$ cat config.mk
export PLATFORM = sky130hd
export DESIGN_NAME = wbx_1master_nslave
export DESIGN_NICKNAME = d
export VERILOG_FILES = /design/src/rtl/wbx_pkg.sv /design/src/rtl/wbx_pending_tracker.sv /design/src/rtl/wbx_1master_nslave.sv
export SDC_FILE = /design/constraint.sdc
export NUM_CORES = 1
export LEC_CHECK = 0
export ABC_AREA = 1
export BUFFER_PORTS_ARGS = -buffer_cell sky130_fd_sc_hd__buf_4
export CAP_MARGIN = 20
export CORE_AREA = 4 4 111 113
export CTS_CLUSTER_SIZE = 20
export DETAILED_ROUTE_END_ITERATION = 7
export DIE_AREA = 0 0 115 117
export PLACE_DENSITY = 0.66
export SLEW_MARGIN = 20
export SYNTH_ARGS = -nofsm -noshare
export SYNTH_HDL_FRONTEND = slang
export SYNTH_SLANG_ARGS = --single-unit
export TNS_END_PERCENT = 10
$ cat constraint.sdc
create_clock -name wb_clk_i -period 2.65 [get_ports wb_clk_i]
set_clock_uncertainty 0.2 [all_clocks]
set_input_delay 0.3975 -clock wb_clk_i [delete_from_list [all_inputs] [get_ports wb_clk_i]]
set_output_delay 0.3975 -clock wb_clk_i [all_outputs]
set_load 0.01 [all_outputs]
$ cat src/rtl/wbx_pkg.sv
// wbx_pkg: shared constants and helpers for the Wishbone 1-master/N-slave
// interconnect (data/select widths, default responder data, timeout sentinel,
// slave-index width helper).
package wbx_pkg;

  localparam int unsigned DAT_W = 32;
  localparam int unsigned SEL_W = 4;

  localparam logic [DAT_W-1:0] UNMAPPED_DAT_DEFAULT = 32'h0000_0000;
  localparam logic [DAT_W-1:0] TIMEOUT_DAT          = 32'hDEAD_BEEF;

  // Width of the slave-index field in the master address; at least 1 bit
  // so a single-slave build still has a decodable field.
  function automatic int unsigned idx_w(input int unsigned n);
    return (n <= 1) ? 1 : $clog2(n);
  endfunction

endpackage

$ cat src/rtl/wbx_pending_tracker.sv
// wbx_pending_tracker: outstanding-request bookkeeping for the interconnect.
//   clk_i/rst_i  : bus clock, asynchronous active-high reset
//   cyc_i        : master cycle (low aborts and clears the pending count)
//   accept_i     : a request was accepted this cycle
//   ack_i        : an ack is returned to the master this cycle
//   target_i     : decoded target of the current request
//   pending_o    : accepted but not yet acked requests
//   cur_sel_o    : owner of the in-flight requests
//   timeout_o    : watchdog expiry (only with WBX_1MASTER_TIMEOUT_EN defined)
module wbx_pending_tracker
  import wbx_pkg::*;
#(
  parameter int unsigned CS_W        = 3,
  parameter int unsigned MAX_PENDING = 4,
`ifdef WBX_1MASTER_TIMEOUT_EN
  parameter int unsigned TIMEOUT_CYCLES = 255,
`endif
  localparam int unsigned PEND_W = $clog2(MAX_PENDING + 1)
) (
  input  logic              clk_i,
  input  logic              rst_i,
  input  logic              cyc_i,
  input  logic              accept_i,
  input  logic              ack_i,
  input  logic [CS_W-1:0]   target_i,
  output logic [PEND_W-1:0] pending_o,
  output logic [CS_W-1:0]   cur_sel_o
`ifdef WBX_1MASTER_TIMEOUT_EN
  ,
  output logic              timeout_o
`endif
);

  localparam logic [PEND_W-1:0] PEND_FULL = PEND_W'(MAX_PENDING);

  logic [PEND_W-1:0] pending_q, pending_d;
  logic [CS_W-1:0]   cur_sel_q, cur_sel_d;

`ifdef WBX_1MASTER_TIMEOUT_EN
  localparam int unsigned WD_NEED = $clog2(TIMEOUT_CYCLES + 1);
  localparam int unsigned WD_W    = (WD_NEED > 8) ? WD_NEED : 8;

  logic [WD_W-1:0] wdog_q, wdog_d;

  assign timeout_o = (wdog_q == WD_W'(TIMEOUT_CYCLES));

  // Counts only idle cycles with requests outstanding; any progress restarts it.
  always_comb begin
    wdog_d = wdog_q + WD_W'(1);
    if (!cyc_i || ack_i || accept_i || (pending_q == '0) || timeout_o) begin
      wdog_d = '0;
    end
  end

  always_ff @(posedge clk_i or posedge rst_i) begin
    if (rst_i) begin
      wdog_q <= '0;
    end else begin
      wdog_q <= wdog_d;
    end
  end
`endif

  always_comb begin
    pending_d = pending_q;
    cur_sel_d = cur_sel_q;
    if (accept_i) begin
      cur_sel_d = target_i;
    end
    // Accept and ack in the same cycle cancel out.
    if (!cyc_i) begin
      pending_d = '0;
    end else if (accept_i && !ack_i && (pending_q != PEND_FULL)) begin
      pending_d = pending_q + PEND_W'(1);
    end else if (!accept_i && ack_i && (pending_q != '0)) begin
      pending_d = pending_q - PEND_W'(1);
    end
`ifdef WBX_1MASTER_TIMEOUT_EN
    if (timeout_o) begin
      pending_d = '0;
    end
`endif
  end

  always_ff @(posedge clk_i or posedge rst_i) begin
    if (rst_i) begin
      pending_q <= '0;
      cur_sel_q <= '0;
    end else begin
      pending_q <= pending_d;
      cur_sel_q <= cur_sel_d;
    end
  end

  assign pending_o = pending_q;
  assign cur_sel_o = cur_sel_q;

endmodule

$ cat src/rtl/wbx_1master_nslave.sv
// wbx_1master_nslave: Wishbone B4 pipelined interconnect, one master to
// PERIPH_NUM slaves, with an internal default responder for unmapped addresses.
//   wb_clk_i/wb_rst_i       : bus clock, asynchronous active-high reset
//   wbm_*_o (inputs)        : master request (cyc/stb/we/adr/sel/dat)
//   wbm_dat_i/stall_i/ack_i : routed response back to the master
//   wbs_cyc_i/wbs_stb_i     : per-slave cycle/strobe
//   wbs_we/adr/sel/dat_i    : shared request pass-throughs
//   wbs_dat/stall/ack_o     : per-slave responses (slave k data at [k*32 +: 32])
// Optional macro WBX_1MASTER_TIMEOUT_EN adds TIMEOUT_CYCLES and a watchdog that
// terminates a silent in-flight request with ack and data 32'hDEAD_BEEF.
module wbx_1master_nslave
  import wbx_pkg::*;
#(
  parameter int unsigned      PERIPH_NUM   = 4,
  parameter int unsigned      SLAVE_ADR_W  = 4,
  parameter int unsigned      MAX_PENDING  = 4,
  parameter logic [DAT_W-1:0] UNMAPPED_DAT = UNMAPPED_DAT_DEFAULT
`ifdef WBX_1MASTER_TIMEOUT_EN
  ,
  parameter int unsigned      TIMEOUT_CYCLES = 255
`endif
) (
  input  logic                        wb_clk_i,
  input  logic                        wb_rst_i,
  output logic [PERIPH_NUM-1:0]       wbs_cyc_i,
  output logic [PERIPH_NUM-1:0]       wbs_stb_i,
  output logic                        wbs_we_i,
  output logic [SLAVE_ADR_W-1:0]      wbs_adr_i,
  output logic [SEL_W-1:0]            wbs_sel_i,
  output logic [DAT_W-1:0]            wbs_dat_i,
  input  logic [PERIPH_NUM*DAT_W-1:0] wbs_dat_o,
  input  logic [PERIPH_NUM-1:0]       wbs_stall_o,
  input  logic [PERIPH_NUM-1:0]       wbs_ack_o,
  input  logic                        wbm_cyc_o,
  input  logic                        wbm_stb_o,
  input  logic                        wbm_we_o,
  input  logic [31:0]                 wbm_adr_o,
  input  logic [SEL_W-1:0]            wbm_sel_o,
  input  logic [DAT_W-1:0]            wbm_dat_o,
  output logic [DAT_W-1:0]            wbm_dat_i,
  output logic                        wbm_stall_i,
  output logic                        wbm_ack_i
);

  localparam int unsigned IDX_W  = idx_w(PERIPH_NUM);
  localparam int unsigned CS_W   = $clog2(PERIPH_NUM + 1);
  localparam int unsigned PEND_W = $clog2(MAX_PENDING + 1);
  localparam int unsigned DEC_W  = SLAVE_ADR_W + IDX_W;

  localparam logic [IDX_W:0]    PERIPH_LIM = (IDX_W + 1)'(PERIPH_NUM);
  localparam logic [CS_W-1:0]   INT_SEL    = CS_W'(PERIPH_NUM);
  localparam logic [PEND_W-1:0] PEND_FULL  = PEND_W'(MAX_PENDING);

  logic [IDX_W-1:0]  idx;
  logic              mapped;
  logic [CS_W-1:0]   target;
  logic [PEND_W-1:0] pending;
  logic [CS_W-1:0]   cur_sel;
  logic              blocked;
  logic              sel_stall;
  logic              resp;
  logic [DAT_W-1:0]  resp_dat;
  logic              accepted;
  logic              int_ack_q, int_ack_d;
  logic              timeout;

  assign wbs_we_i  = wbm_we_o;
  assign wbs_adr_i = wbm_adr_o[SLAVE_ADR_W-1:0];
  assign wbs_sel_i = wbm_sel_o;
  assign wbs_dat_i = wbm_dat_o;

  // Address decode: unmapped targets resolve to the internal responder.
  always_comb begin
    idx    = wbm_adr_o[SLAVE_ADR_W +: IDX_W];
    mapped = ({1'b0, idx} < PERIPH_LIM) && ((wbm_adr_o >> DEC_W) == '0);
    target = mapped ? CS_W'(idx) : INT_SEL;
  end

  // Response select by owner; loops keep out-of-range indices from being read.
  always_comb begin
    sel_stall = 1'b0;
    resp      = (cur_sel == INT_SEL) ? int_ack_q : 1'b0;
    resp_dat  = UNMAPPED_DAT;
    for (int unsigned k = 0; k < PERIPH_NUM; k++) begin
      if (idx == IDX_W'(k)) begin
        sel_stall = wbs_stall_o[k];
      end
      if (cur_sel == CS_W'(k)) begin
        resp     = wbs_ack_o[k];
        resp_dat = wbs_dat_o[k*DAT_W +: DAT_W];
      end
    end
  end

`ifndef WBX_1MASTER_TIMEOUT_EN
  assign timeout = 1'b0;
`endif

  // Timeout also blocks so an expiring watchdog never races a new accept.
  always_comb begin
    blocked     = ((pending != '0) && (target != cur_sel)) || (pending == PEND_FULL) || timeout;
    wbm_stall_i = wbm_cyc_o & (blocked | (mapped & sel_stall));
    accepted    = wbm_cyc_o & wbm_stb_o & ~wbm_stall_i;
    wbm_ack_i   = wbm_cyc_o & (timeout | ((pending != '0) & resp));
    wbm_dat_i   = '0;
    if (wbm_cyc_o) begin
      wbm_dat_i = timeout ? TIMEOUT_DAT : resp_dat;
    end
  end

  always_comb begin
    wbs_cyc_i = '0;
    wbs_stb_i = '0;
    for (int unsigned k = 0; k < PERIPH_NUM; k++) begin
      wbs_stb_i[k] = wbm_cyc_o & wbm_stb_o & mapped & ~blocked & (idx == IDX_W'(k));
      wbs_cyc_i[k] = wbm_cyc_o &
                     (((pending != '0) && (cur_sel == CS_W'(k))) ||
                      (wbm_stb_o && mapped && (idx == IDX_W'(k)) && !blocked));
    end
  end

  // Default responder: acks exactly one cycle after an unmapped accept.
  always_comb begin
    int_ack_d = wbm_cyc_o & accepted & ~mapped;
  end

  always_ff @(posedge wb_clk_i or posedge wb_rst_i) begin
    if (wb_rst_i) begin
      int_ack_q <= 1'b0;
    end else begin
      int_ack_q <= int_ack_d;
    end
  end

  wbx_pending_tracker #(
    .CS_W          (CS_W),
    .MAX_PENDING   (MAX_PENDING)
`ifdef WBX_1MASTER_TIMEOUT_EN
    ,
    .TIMEOUT_CYCLES(TIMEOUT_CYCLES)
`endif
  ) u_tracker (
    .clk_i    (wb_clk_i),
    .rst_i    (wb_rst_i),
    .cyc_i    (wbm_cyc_o),
    .accept_i (accepted),
    .ack_i    (wbm_ack_i),
    .target_i (target),
    .pending_o(pending),
    .cur_sel_o(cur_sel)
`ifdef WBX_1MASTER_TIMEOUT_EN
    ,
    .timeout_o(timeout)
`endif
  );

endmodule

After elaboration in Yosys (flattened, before gate mapping) --
Index checks and enable logic that the tools add are counted.
Operators by class: $add $sub $neg 2, multipliers 0, divide/modulo/power cells 0, $lt $le $gt $ge 0, equality and inequality tests 11, shifts and indexed selects 0, multiplexer cells 18, bitwise gates (word level) 22, reductions and logical operators 30
Operators with widths (count):
- two-way mux 32 bit | 5
- logical NOT 32 bit | 1
- AND 1 bit | 18
- logical AND 1 bit | 18
- two-way mux 3 bit | 4
- two-way mux 1 bit | 9
- == test 3 x 2 -> 1 bit, second input constant | 2
- == test 3 bit, second input constant | 2
- logical OR 1 bit | 5
- == test 2 bit, second input constant | 2
- adder 3 x 1 -> 3 bit, second input constant | 1
- == test 3 x 1 -> 1 bit, second input constant | 1
- logical NOT 1 bit | 3
- logical NOT 3 bit | 1
- != test 3 x 1 -> 1 bit, second input constant | 1
- != test 3 bit | 1
- != test 3 bit, second input constant | 1
- inverter 1 bit | 3
- nonzero test 3 bit | 1
- subtractor 3 x 1 -> 3 bit, second input constant | 1
- == test 2 x 1 -> 1 bit, second input constant | 1
- logical NOT 2 bit | 1
- OR 1 bit | 1
Word-level totals: register bits after elaboration 7, bits in latches 0, RAM bits 0, ROM bits 0, logic and storage cells 86, memories kept 0

Longest topological paths before layout --
Gate-level depths: netlist (run 1).
depth after elaboration 16, gate-level depth with buffers 16

Modules after synthesis --
From an unflattened synthesis (run 1), not the netlist that was laid out.
Second synthesis, totals: cells, all modules 348, area total of the unflattened synthesis 2097.0 um^2
By module, submodules not included:
- wbx_1master_nslave | instances 1, cells each 299, area each 1732.9 um^2
- wbx_pending_tracker | instances 1, cells each 49, area each 364.1 um^2

Least setup slack after synthesis (run 1) --
OpenSTA, ideal clock, no wires.
kind in2out, start point input wbm_adr_o[17], end point output wbs_stb_i[3], arrival time 1.750 ns, data required time 2.053 ns, path slack 0.302 ns, cell stages on the path 12, path buffers 0, cell sequence nor2_1 nand2_1 nor2_4 nand2_2 nor2_4 nand3_1 nand2_1 nand3_2 nand2_4 nand3_4 or2_4 nor2_1
On the way: longest elaborated chain between the ends 8, elaborated cells on any way between the ends 9
RTL lines:
- from (decl) | RTL line wbx_1master_nslave.sv:37 | input logic [31:0] wbm_adr_o,
- logical NOT 32 bit * | RTL line wbx_1master_nslave.sv:75 | mapped = ({1'b0, idx} < PERIPH_LIM) && ((wbm_adr_o >> DEC_W) == '0);
- two-way mux 3 bit | RTL line wbx_1master_nslave.sv:76 | target = mapped ? CS_W'(idx) : INT_SEL;
- != test 3 bit | RTL line wbx_1master_nslave.sv:101 | blocked = ((pending != '0) && (target != cur_sel)) || (pending == PEND_FULL) || timeout;
- logical AND 1 bit | RTL line wbx_1master_nslave.sv:101
- logical OR 1 bit | RTL line wbx_1master_nslave.sv:101
- inverter 1 bit | RTL line wbx_1master_nslave.sv:115 | wbs_stb_i[k] = wbm_cyc_o & wbm_stb_o & mapped & ~blocked & (idx == IDX_W'(k));
- AND 1 bit * (2 in series) | RTL line wbx_1master_nslave.sv:115
- to (decl) | RTL line wbx_1master_nslave.sv:26 | output logic [PERIPH_NUM-1:0] wbs_stb_i,
Every way passes the cells marked *; elsewhere a longest branch is shown, timed or not.

Final worst setup path (run 1) --
start point input wbm_adr_o[10], end point output wbs_cyc_i[3]
On the way: longest elaborated chain between the ends 9, elaborated cells on any way between the ends 11
RTL lines:
- logical NOT 32 bit * | RTL line wbx_1master_nslave.sv:75
- two-way mux 3 bit | RTL line wbx_1master_nslave.sv:76
- != test 3 bit | RTL line wbx_1master_nslave.sv:101
- logical AND 1 bit | RTL line wbx_1master_nslave.sv:101
- logical OR 1 bit | RTL line wbx_1master_nslave.sv:101
- logical NOT 1 bit | RTL line wbx_1master_nslave.sv:118 | (wbm_stb_o && mapped && (idx == IDX_W'(k)) && !blocked));
- logical AND 1 bit * | RTL line wbx_1master_nslave.sv:118
- logical OR 1 bit * | RTL line wbx_1master_nslave.sv:117 | (((pending != '0) && (cur_sel == CS_W'(k))) ||
- AND 1 bit * | RTL line wbx_1master_nslave.sv:116 | wbs_cyc_i[k] = wbm_cyc_o &
- to (decl) | RTL line wbx_1master_nslave.sv:25 | output logic [PERIPH_NUM-1:0] wbs_cyc_i,
Marks and branches as above.

==> results.md, run 1 <==
- The worst register-to-register path has a depth of 11.
- The finished layout holds 702 standard cells, fillers aside.
- The cell count after synthesis came out at ~390.
- The starting density of the core is 19.47%.
- 0 antenna diodes ended up in the layout.
- Across the run, the number of max-cap violations was 0.
- The cell family with the largest share of critical-path delay is simple AND/OR/NAND/NOR gates.
- The number of enable-type register cells in the synthesized netlist is 0.
- The count of routing violations after the opening detailed-route iteration is around 170.
- Across all register-to-register paths, the minimum setup slack is slightly below 0.3 ns.
- Counting the fill cells in the layout gives ~1.2k.
- The number of different library cells used by synthesis comes to 28.
- In the final routed layout, each cell accounts on average for between 10 and 15 µm.
- The H-tree depth reported by CTS is 1.
- The final wirelength is around 10000 µm.
- The run finished with clean final reports.
- At the worst endpoint, the required time is between 2 and 2.5 ns.
- The HPWL after detailed placement is between 8000 and 9000 µm.
- The count of TritonRoute iterations in the first routing pass is 4.
- Counting I/O delays and the setup requirement, the final critical path takes ~2.6 ns.
- The share of the cycle needed by the critical path after routing is 97.82%.
- The stage delay of the slowest cell on the critical path is 0.24 ns.
- From synthesis to final layout, the design area changed by 71.96%.
- The sequential cell area is roughly 180 µm².
- The endpoint of the worst hold-timing path is u_tracker.pending_o[0]$_DFFE_PP0P_.
- The warning count from the yosys run is 0.
- After floorplanning, the core was divided into 39 placement rows.
- Leaving out fill and tap cells, the most frequent cells in the layout are sky130_fd_sc_hd__buf_4 (223), sky130_fd_sc_hd__o21ai_0 (128), sky130_fd_sc_hd__inv_1 (57).
- The mean post-synth cell area is 5.595 µm².
- The die covers roughly 13000 µm².
- The maximum clock frequency is ~390 MHz.
- Summing the sequential cell areas from Yosys gives slightly below 8% of the chip area.
- Once routing completed, OpenROAD measured the worst setup slack at approximately 0.058 ns.
- The routed length on met1 is between 4000 and 5000 µm.
- Leaving out fill and tap cells, the most frequent cell in the layout is sky130_fd_sc_hd__buf_4.
- STA classifies the critical path startpoint as an input port.
- In the final layout, the share of cells above drive strength 1 is 46.15%.
- The post-route DRC violation count is 0.
- The clock transition at the registers of the reported paths is 0.04 ns.
- The final hold violation count is 0.
- The cell area after synthesis is between 2000 and 2500 µm².
- Wire segments on met2 add up to 5063 µm in the final route.
- The via count of the first global-routing pass is approximately 3k.
- The maximum buffer depth of the clock tree is 2.
- The total CTS buffers is 3.
- The worst supply voltage drop on vdd is roughly 0.38 mV.
- The launch point of the worst reg-to-reg path is u_tracker.cur_sel_o[2]$_DFFE_PP0N_.
- The share of synthesized flip-flops with an asynchronous set or reset is 100.0%.
- The number of flip-flops and latches in the synthesized netlist is 7.
- From left edge to right edge, the die measures approximately 120 µm.
- The clock latency of the later-clocked register in the worst-skew pair is between 0.2 and 0.25 ns.
- For this design the ratio of total power to cell area is between 300 and 400 nW/µm².
- The critical path buffer and inverter count is 2.
- The critical path goes through buf_4, nor2_1, nand2_2, nor2_4, nand2_2, nor2_4, nand3_1, nand2_1, nand3_2, nand2_4, nand3_4, or2_4, a21oi_2, buf_4.
- The via total after detailed routing is ~3.2k.
- The vertical die dimension is 117 µm.
- The worst hold path startpoint is u_tracker.pending_o[0]$_DFFE_PP0P_.
- The initial antenna violation count was 0.
- STA puts the critical path data arrival time at approximately 2 ns.
- The global-route total usage across every layer is approximately 14%.
- Counting every net in the synthesized netlist gives just over 600.
- The global-route wire length before repair is ~15000 µm.
- The final setup violation count is 0.
- The area inside the core boundary is ~11000 µm².
- Counting instances, the worst hold path has a depth of 1.
- Summed over all cells, the static leakage comes to 1.934 nW.
- The net count of the finished layout is between 700 and 800.
- Among all flip-flop cells after synthesis, the most frequent one is sky130_fd_sc_hd__dfrtp_1.
- The synthesized design devotes to its leading area cell type between 20% and 30% of total area.
- Setup repair after global routing could not meet its margin everywhere.
- The length of routed met3 wiring is around 870 µm.
- Dividing the detail-routed via count by the number of cells gives approximately 4.5.
- In this run the critical register-to-register path is captured at u_tracker.pending_o[2]$_DFFE_PP0P_.
- The tree built by TritonCTS fans out to 7 sinks.
- The count of final max-slew check failures is 0.
- TritonCTS built the clock tree.
- The number of placed instances, taps included is approximately 690.
- Input and output buffers added on the ports amount to between 200 and 250.
- The cell chosen for the clock root is sky130_fd_sc_hd__clkbuf_16.
- The total grt overflow is 0.
- The biggest area contributor in the post-synthesis netlist is sky130_fd_sc_hd__o21ai_0.
- The highest layer touched by signal routing is met4.
- The transition time of the tightest slew-check pin is approximately 0.43 ns.
- The largest individual stage delay along the critical path comes from the cell sky130_fd_sc_hd__or2_4.
- Timing analysis after detailed placement gives a worst setup slack of -0.01676 ns.
- The count of boundary I/O pins is about 300.
- The kind of capture point of the worst setup path is a primary output.
- The largest fanout on the critical path is 4.
- The area occupied by multi-input gates is 1430 µm².
- The number of nets still failing antenna checks after routing is 0.
- The placer congestion estimate is just over 0.8.
- The relative max-transition margin is between 70 and 80%.
- The critical path is of the in -> out type.
- By area the synthesized netlist is led by sky130_fd_sc_hd__o21ai_0 (30%), sky130_fd_sc_hd__buf_4 (14%), sky130_fd_sc_hd__inv_1 (9.9%).
- The largest net degree at the start of global routing is 65.
- The classification of the worst-slack hold path is reg -> reg.
## sequential cells by signal (all words and copies together) (netlist names)
signal,count
u_tracker.pending_o,3
int_ack_q,1
u_tracker.cur_sel_o,3
## worst max-delay path by stage
stage / end / cells after the start / from / slack (ns)
final: wbs_cyc_i[3] / 14 / wbm_adr_o[10] / 0.06
after detailed placement: wbs_cyc_i[3] / 14 / wbm_adr_o[29] / -0.02
after CTS: wbs_cyc_i[3] / 14 / wbm_adr_o[21] / -0.009
after global placement: wbs_cyc_i[1] / 14 / wbm_adr_o[29] / 0.04
after floorplan: wbs_stb_i[3] / 12 / wbm_adr_o[17] / 0.30
after global routing: wbs_cyc_i[3] / 14 / wbm_adr_o[24] / -0.1
## layout make-up
class	instances	area share (%)
tap	143	4.719
clock buffer	4	2.079
sequential	7	4.620
inverter	59	5.842
timing repair buffer	226	45.02
multi-input combinational	263	37.72
## timing repair
action	4_1_cts	5_1_grt
endpoints found under the hold margin	7	0
endpoints found under the setup margin	4	33
buffers inserted	0	3
hold buffers	1	0
resized for setup	2	10
pin swaps	0	7
## through the flow
| step | power [mW] | instance area [µm²] | TNS [ns] | utilization, % | hold WS, ns |
|---|---|---|---|---|---|
| 2_1_floorplan | 0.7952 | 2205 | 0 | - | 0.0008976 |
| 3_3_place_gp | 1.207 | 3652 | 0 | 32.26 | 0.1514 |
| 3_5_place_dp | 1.215 | 3652 | -0.01789 | 32.26 | 0.1598 |
| 4_1_cts | 1.479 | 3749 | -0.009373 | 33.11 | 0.3057 |
| 5_1_grt | 1.654 | 3791 | -0.5520 | 33.49 | 0.3329 |
| 6_report | 1.498 | 3791 | 0 | 33.49 | 0.3077 |
## routing by layer
metal	track usage, %	up-vias
met5	0	-
met2	25.19	163
li1	-	1600
met3	2.005	28
met1	16.66	1388
met4	5.399	0
## where the power goes
group | switching, mW | internal [mW]
sequential | 0.0298 | 0.138
clock | 0.0575 | 0.200
combinational | 0.557 | 0.515
## cell usage after synthesis, drive strengths merged, types with 3 or more instances
cell type,count
a21oi,35
o21ai,133
o22ai,3
nand3,12
nor3,5
nand4,4
o21bai,3
nand2,34
inv,59
buf,43
dfrtp,7
clkbuf,22
nor2,30
## cells by family after synthesis
kind of cell / count (synthesis) / share of synthesized area, %
AO/OA/AOI/OAI: 175 / 40.58
buffers and inverters: 124 / 28.21
AND/OR/NAND/NOR: 87 / 22.36
flip-flops: 7 / 7.946
adder cells (fa/ha/maj): 1 / 0.9081
Note: power is estimated with default switching activity, not from simulation.
==> run 2: changes to the inputs <==
SETUP_SLACK_MARGIN = 0.4   (was default)
==> results.md, run 2 (synthesis gave the netlist of run 1 again) <==
- The cell area after placement is 3640 µm² (was 3652 µm²).
- The worst supply voltage drop on vdd is 0.3509 mV (was 0.3824 mV).
- The leading cell type in the layout, fill and taps excluded is sky130_fd_sc_hd__buf_4 (unchanged).
- The worst-case setup margin in the final layout is 0.08835 ns (was 0.05777 ns).
- The pre-CTS setup slack is 0.02112 ns (was -0.01676 ns).
- Outcome: finished, final reports clean (unchanged).
- The die width is 115 µm (unchanged).
- The post-route total power is 1.705 mW (was 1.498 mW).
- The fill cell total of the finished layout is 1246 (was 1243).
- The largest fanout on the critical path is 4 (unchanged).
- The ratio of routed vias to standard cells is 4.597 (was 4.528).
- The largest net degree at the start of global routing was 37 (was 65).
- The placer congestion estimate is 0.8041 (was 0.8236).
- The final hold violation count is 0 (unchanged).
- The global-route total usage across every layer is 15.22% (was 13.94%).
- The critical path class is in -> out (unchanged).
- The final wirelength came to 11570 µm (was 10410 µm).
- The clock period minus final worst setup slack is 2.562 ns (was 2.592 ns).
- The number of port buffers was 209 (unchanged).
- The initial antenna violation count was 2 (was 0).
- The number of nets still failing antenna checks after routing is 0 (unchanged).
- The HPWL after detailed placement is 8076 µm (was 8278 µm).
- The number of clock sinks is 7 (unchanged).
- The post-layout utilization of the core came to 38.17% (was 33.49%).
- The internal reg-to-reg setup slack was 0.30 ns (was 0.29 ns).
- Top library cells by usage in the layout, fill and taps aside: sky130_fd_sc_hd__buf_4 (206), sky130_fd_sc_hd__o21ai_0 (115), sky130_fd_sc_hd__inv_1 (52) (was sky130_fd_sc_hd__buf_4 (223), sky130_fd_sc_hd__o21ai_0 (128), sky130_fd_sc_hd__inv_1 (57)).
- The final design area excluding fillers is 4322 µm² (was 3791 µm²).
- The final standard cell count with taps included and fillers excluded came to 718 (was 702).
- The global-route wire length before repair is 16150 µm (was 15080 µm).
- The number of placed instances, taps included was 691 (was 694).
- The clock transition at the registers of the reported paths is 0.04 ns (about the same).
- The count of routing violations after the opening detailed-route iteration is 127 (was 166).
- The data required time at the worst endpoint is 2.05 ns (about the same).
- Setup repair after global routing missed its margin: true (unchanged).
- The relative max-transition margin came to 72.84% (was 71.07%).
- The number of max-capacitance violations reported is 0 (unchanged).
- The nature of the critical path startpoint is an input port (unchanged).
- The H-tree depth reported by CTS is 1 (unchanged).
- The vertical die dimension was 117 µm (unchanged).
- The worst hold path startpoint was u_tracker.pending_o[0]$_DFFE_PP0P_ (unchanged).
- The cell chosen for the clock root is sky130_fd_sc_hd__clkbuf_16 (unchanged).
- The area inside the core boundary was 11320 µm² (unchanged).
- The total grt overflow was 0 (unchanged).
- The via total after detailed routing is 3301 (was 3179).
- The arrival time of the worst setup path is 1.96 ns (was 1.99 ns).
- The launch point of the worst reg-to-reg path was u_tracker.cur_sel_o[0]$_DFFE_PP0N_ (was u_tracker.cur_sel_o[2]$_DFFE_PP0N_).
- The mean routed wirelength per cell was 16.11 µm (was 14.83 µm).
- The kind of capture point of the worst setup path is a primary output (unchanged).
- The layout overhead on the synthesized area is 96.03% (was 71.96%).
- The transition time of the tightest slew-check pin is 0.4074 ns (was 0.4339 ns).
- The total CTS buffers was 3 (unchanged).
- The standby leakage power is 2.143 nW (was 1.934 nW).
- The antenna diode instance count is 0 (unchanged).
- The maximum buffer depth of the clock tree came to 2 (unchanged).
- The row count is 39 (unchanged).
- The count of boundary I/O pins came to 292 (unchanged).
- The classification of the worst-slack hold path was reg -> reg (unchanged).
- The count of final max-slew check failures is 0 (unchanged).
- The total die area is 13460 µm² (unchanged).
- The layout net count is 786 (was 770).
- The fraction of final layout cells sized beyond drive strength 1 is 53.39% (was 46.15%).
- The final setup violation count is 0 (unchanged).
- The count of TritonRoute iterations in the first routing pass is 4 (unchanged).
- The maximum clock frequency is 390.4 MHz (was 385.8 MHz).
- The first element of the critical path is wbm_adr_o[16] (was wbm_adr_o[10]).
- The starting density of the core was 19.47% (unchanged).
- The via count of the first global-routing pass is 3139 (was 3040).
- The CTS tree is done (unchanged).
- The clock latency of the later-clocked register in the worst-skew pair is 0.23 ns (about the same).
- The ratio of total power to cell area came to 394.6 nW/µm² (was 395.0 nW/µm²).
- The share of the cycle needed by the critical path after routing is 96.67% (was 97.82%).
- The post-route DRC violation count is 0 (unchanged).
-- run 2: cell count changes in the layout (fill, tap and decap cells not counted), moves of 4 or more --
cell                      before  now
sky130_fd_sc_hd__buf_6         2   26
sky130_fd_sc_hd__buf_4       223  206
sky130_fd_sc_hd__o21ai_0     128  115
sky130_fd_sc_hd__nor2_1       21   11
sky130_fd_sc_hd__nor2_4        4   14
sky130_fd_sc_hd__o21ai_2       0    9
sky130_fd_sc_hd__inv_1        57   52
sky130_fd_sc_hd__buf_16        0    4
-- run 2: metrics by stage --
stage               hold slack, ns  setup TNS [ns]
floorplan                0.0008976               0
global placement            0.1538               0
global route                0.3191        -0.04628
finish                      0.3086               0
CTS                         0.3077               0
detailed placement          0.1564               0
-- run 2: worst paths after layout --
path	to	depth (start not counted)
min	u_tracker.pending_o[0]$_DFFE_PP0P_	1
max reg2reg	u_tracker.pending_o[1]$_DFFE_PP0P_	9
max	wbs_cyc_i[3]	14
min reg2reg	u_tracker.pending_o[0]$_DFFE_PP0P_	1
min in group asynchronous	u_tracker.pending_o[2]$_DFFE_PP0P_	3
max in group asynchronous	u_tracker.cur_sel_o[2]$_DFFE_PP0N_	3
-- run 2: critical path, cell delays in order --
cell and delay (ns):
sky130_fd_sc_hd__buf_4 0.12, sky130_fd_sc_hd__nor2_4 0.07, sky130_fd_sc_hd__nand3_2 0.10, sky130_fd_sc_hd__nor2_4 0.13, sky130_fd_sc_hd__nand3_2 0.10, sky130_fd_sc_hd__nand2_1 0.08
sky130_fd_sc_hd__nand2_1 0.06, sky130_fd_sc_hd__nor2_2 0.09, sky130_fd_sc_hd__nand3_2 0.11, sky130_fd_sc_hd__nand2_4 0.08, sky130_fd_sc_hd__nand3_4 0.08, sky130_fd_sc_hd__or2_4 0.28
sky130_fd_sc_hd__a21oi_4 0.14, sky130_fd_sc_hd__buf_6 0.11
-- run 2: report_power, final --
part	internal (mW)	switching [mW]	leakage, nW
Combinational	0.643	0.640	2.02
Sequential	0.140	0.0283	0.0885
Clock	0.200	0.0539	0.0382
Total	0.983	0.722	2.14
-- run 2: final cells by class --
cell class	count	area, µm²	share of cell area [%]
timing repair buffer	242	2059	47.66
multi-input combinational	263	1590	36.80
inverter	59	236.5	5.472
tap	143	178.9	4.140
sequential	7	177.7	4.111
clock buffer	4	78.83	1.824
-- run 2: routing by layer --
layer	part of all wire (%)	GRT usage [%]	vias to the layer above
met5	0.17	0	-
met4	2.0	4.695	4
met3	8.9	3.496	34
met2	50	27.89	150
met1	39	17.56	1476
li1	-	-	1637
-- run 2: what timing repair did --
action	4_1_cts	5_1_grt
pin swaps	11	29
hold buffers	1	0
hold endpoints to repair	7	0
gates cloned	4	1
gates resized for setup	54	61
buffers inserted	13	4
setup endpoints to repair	44	44
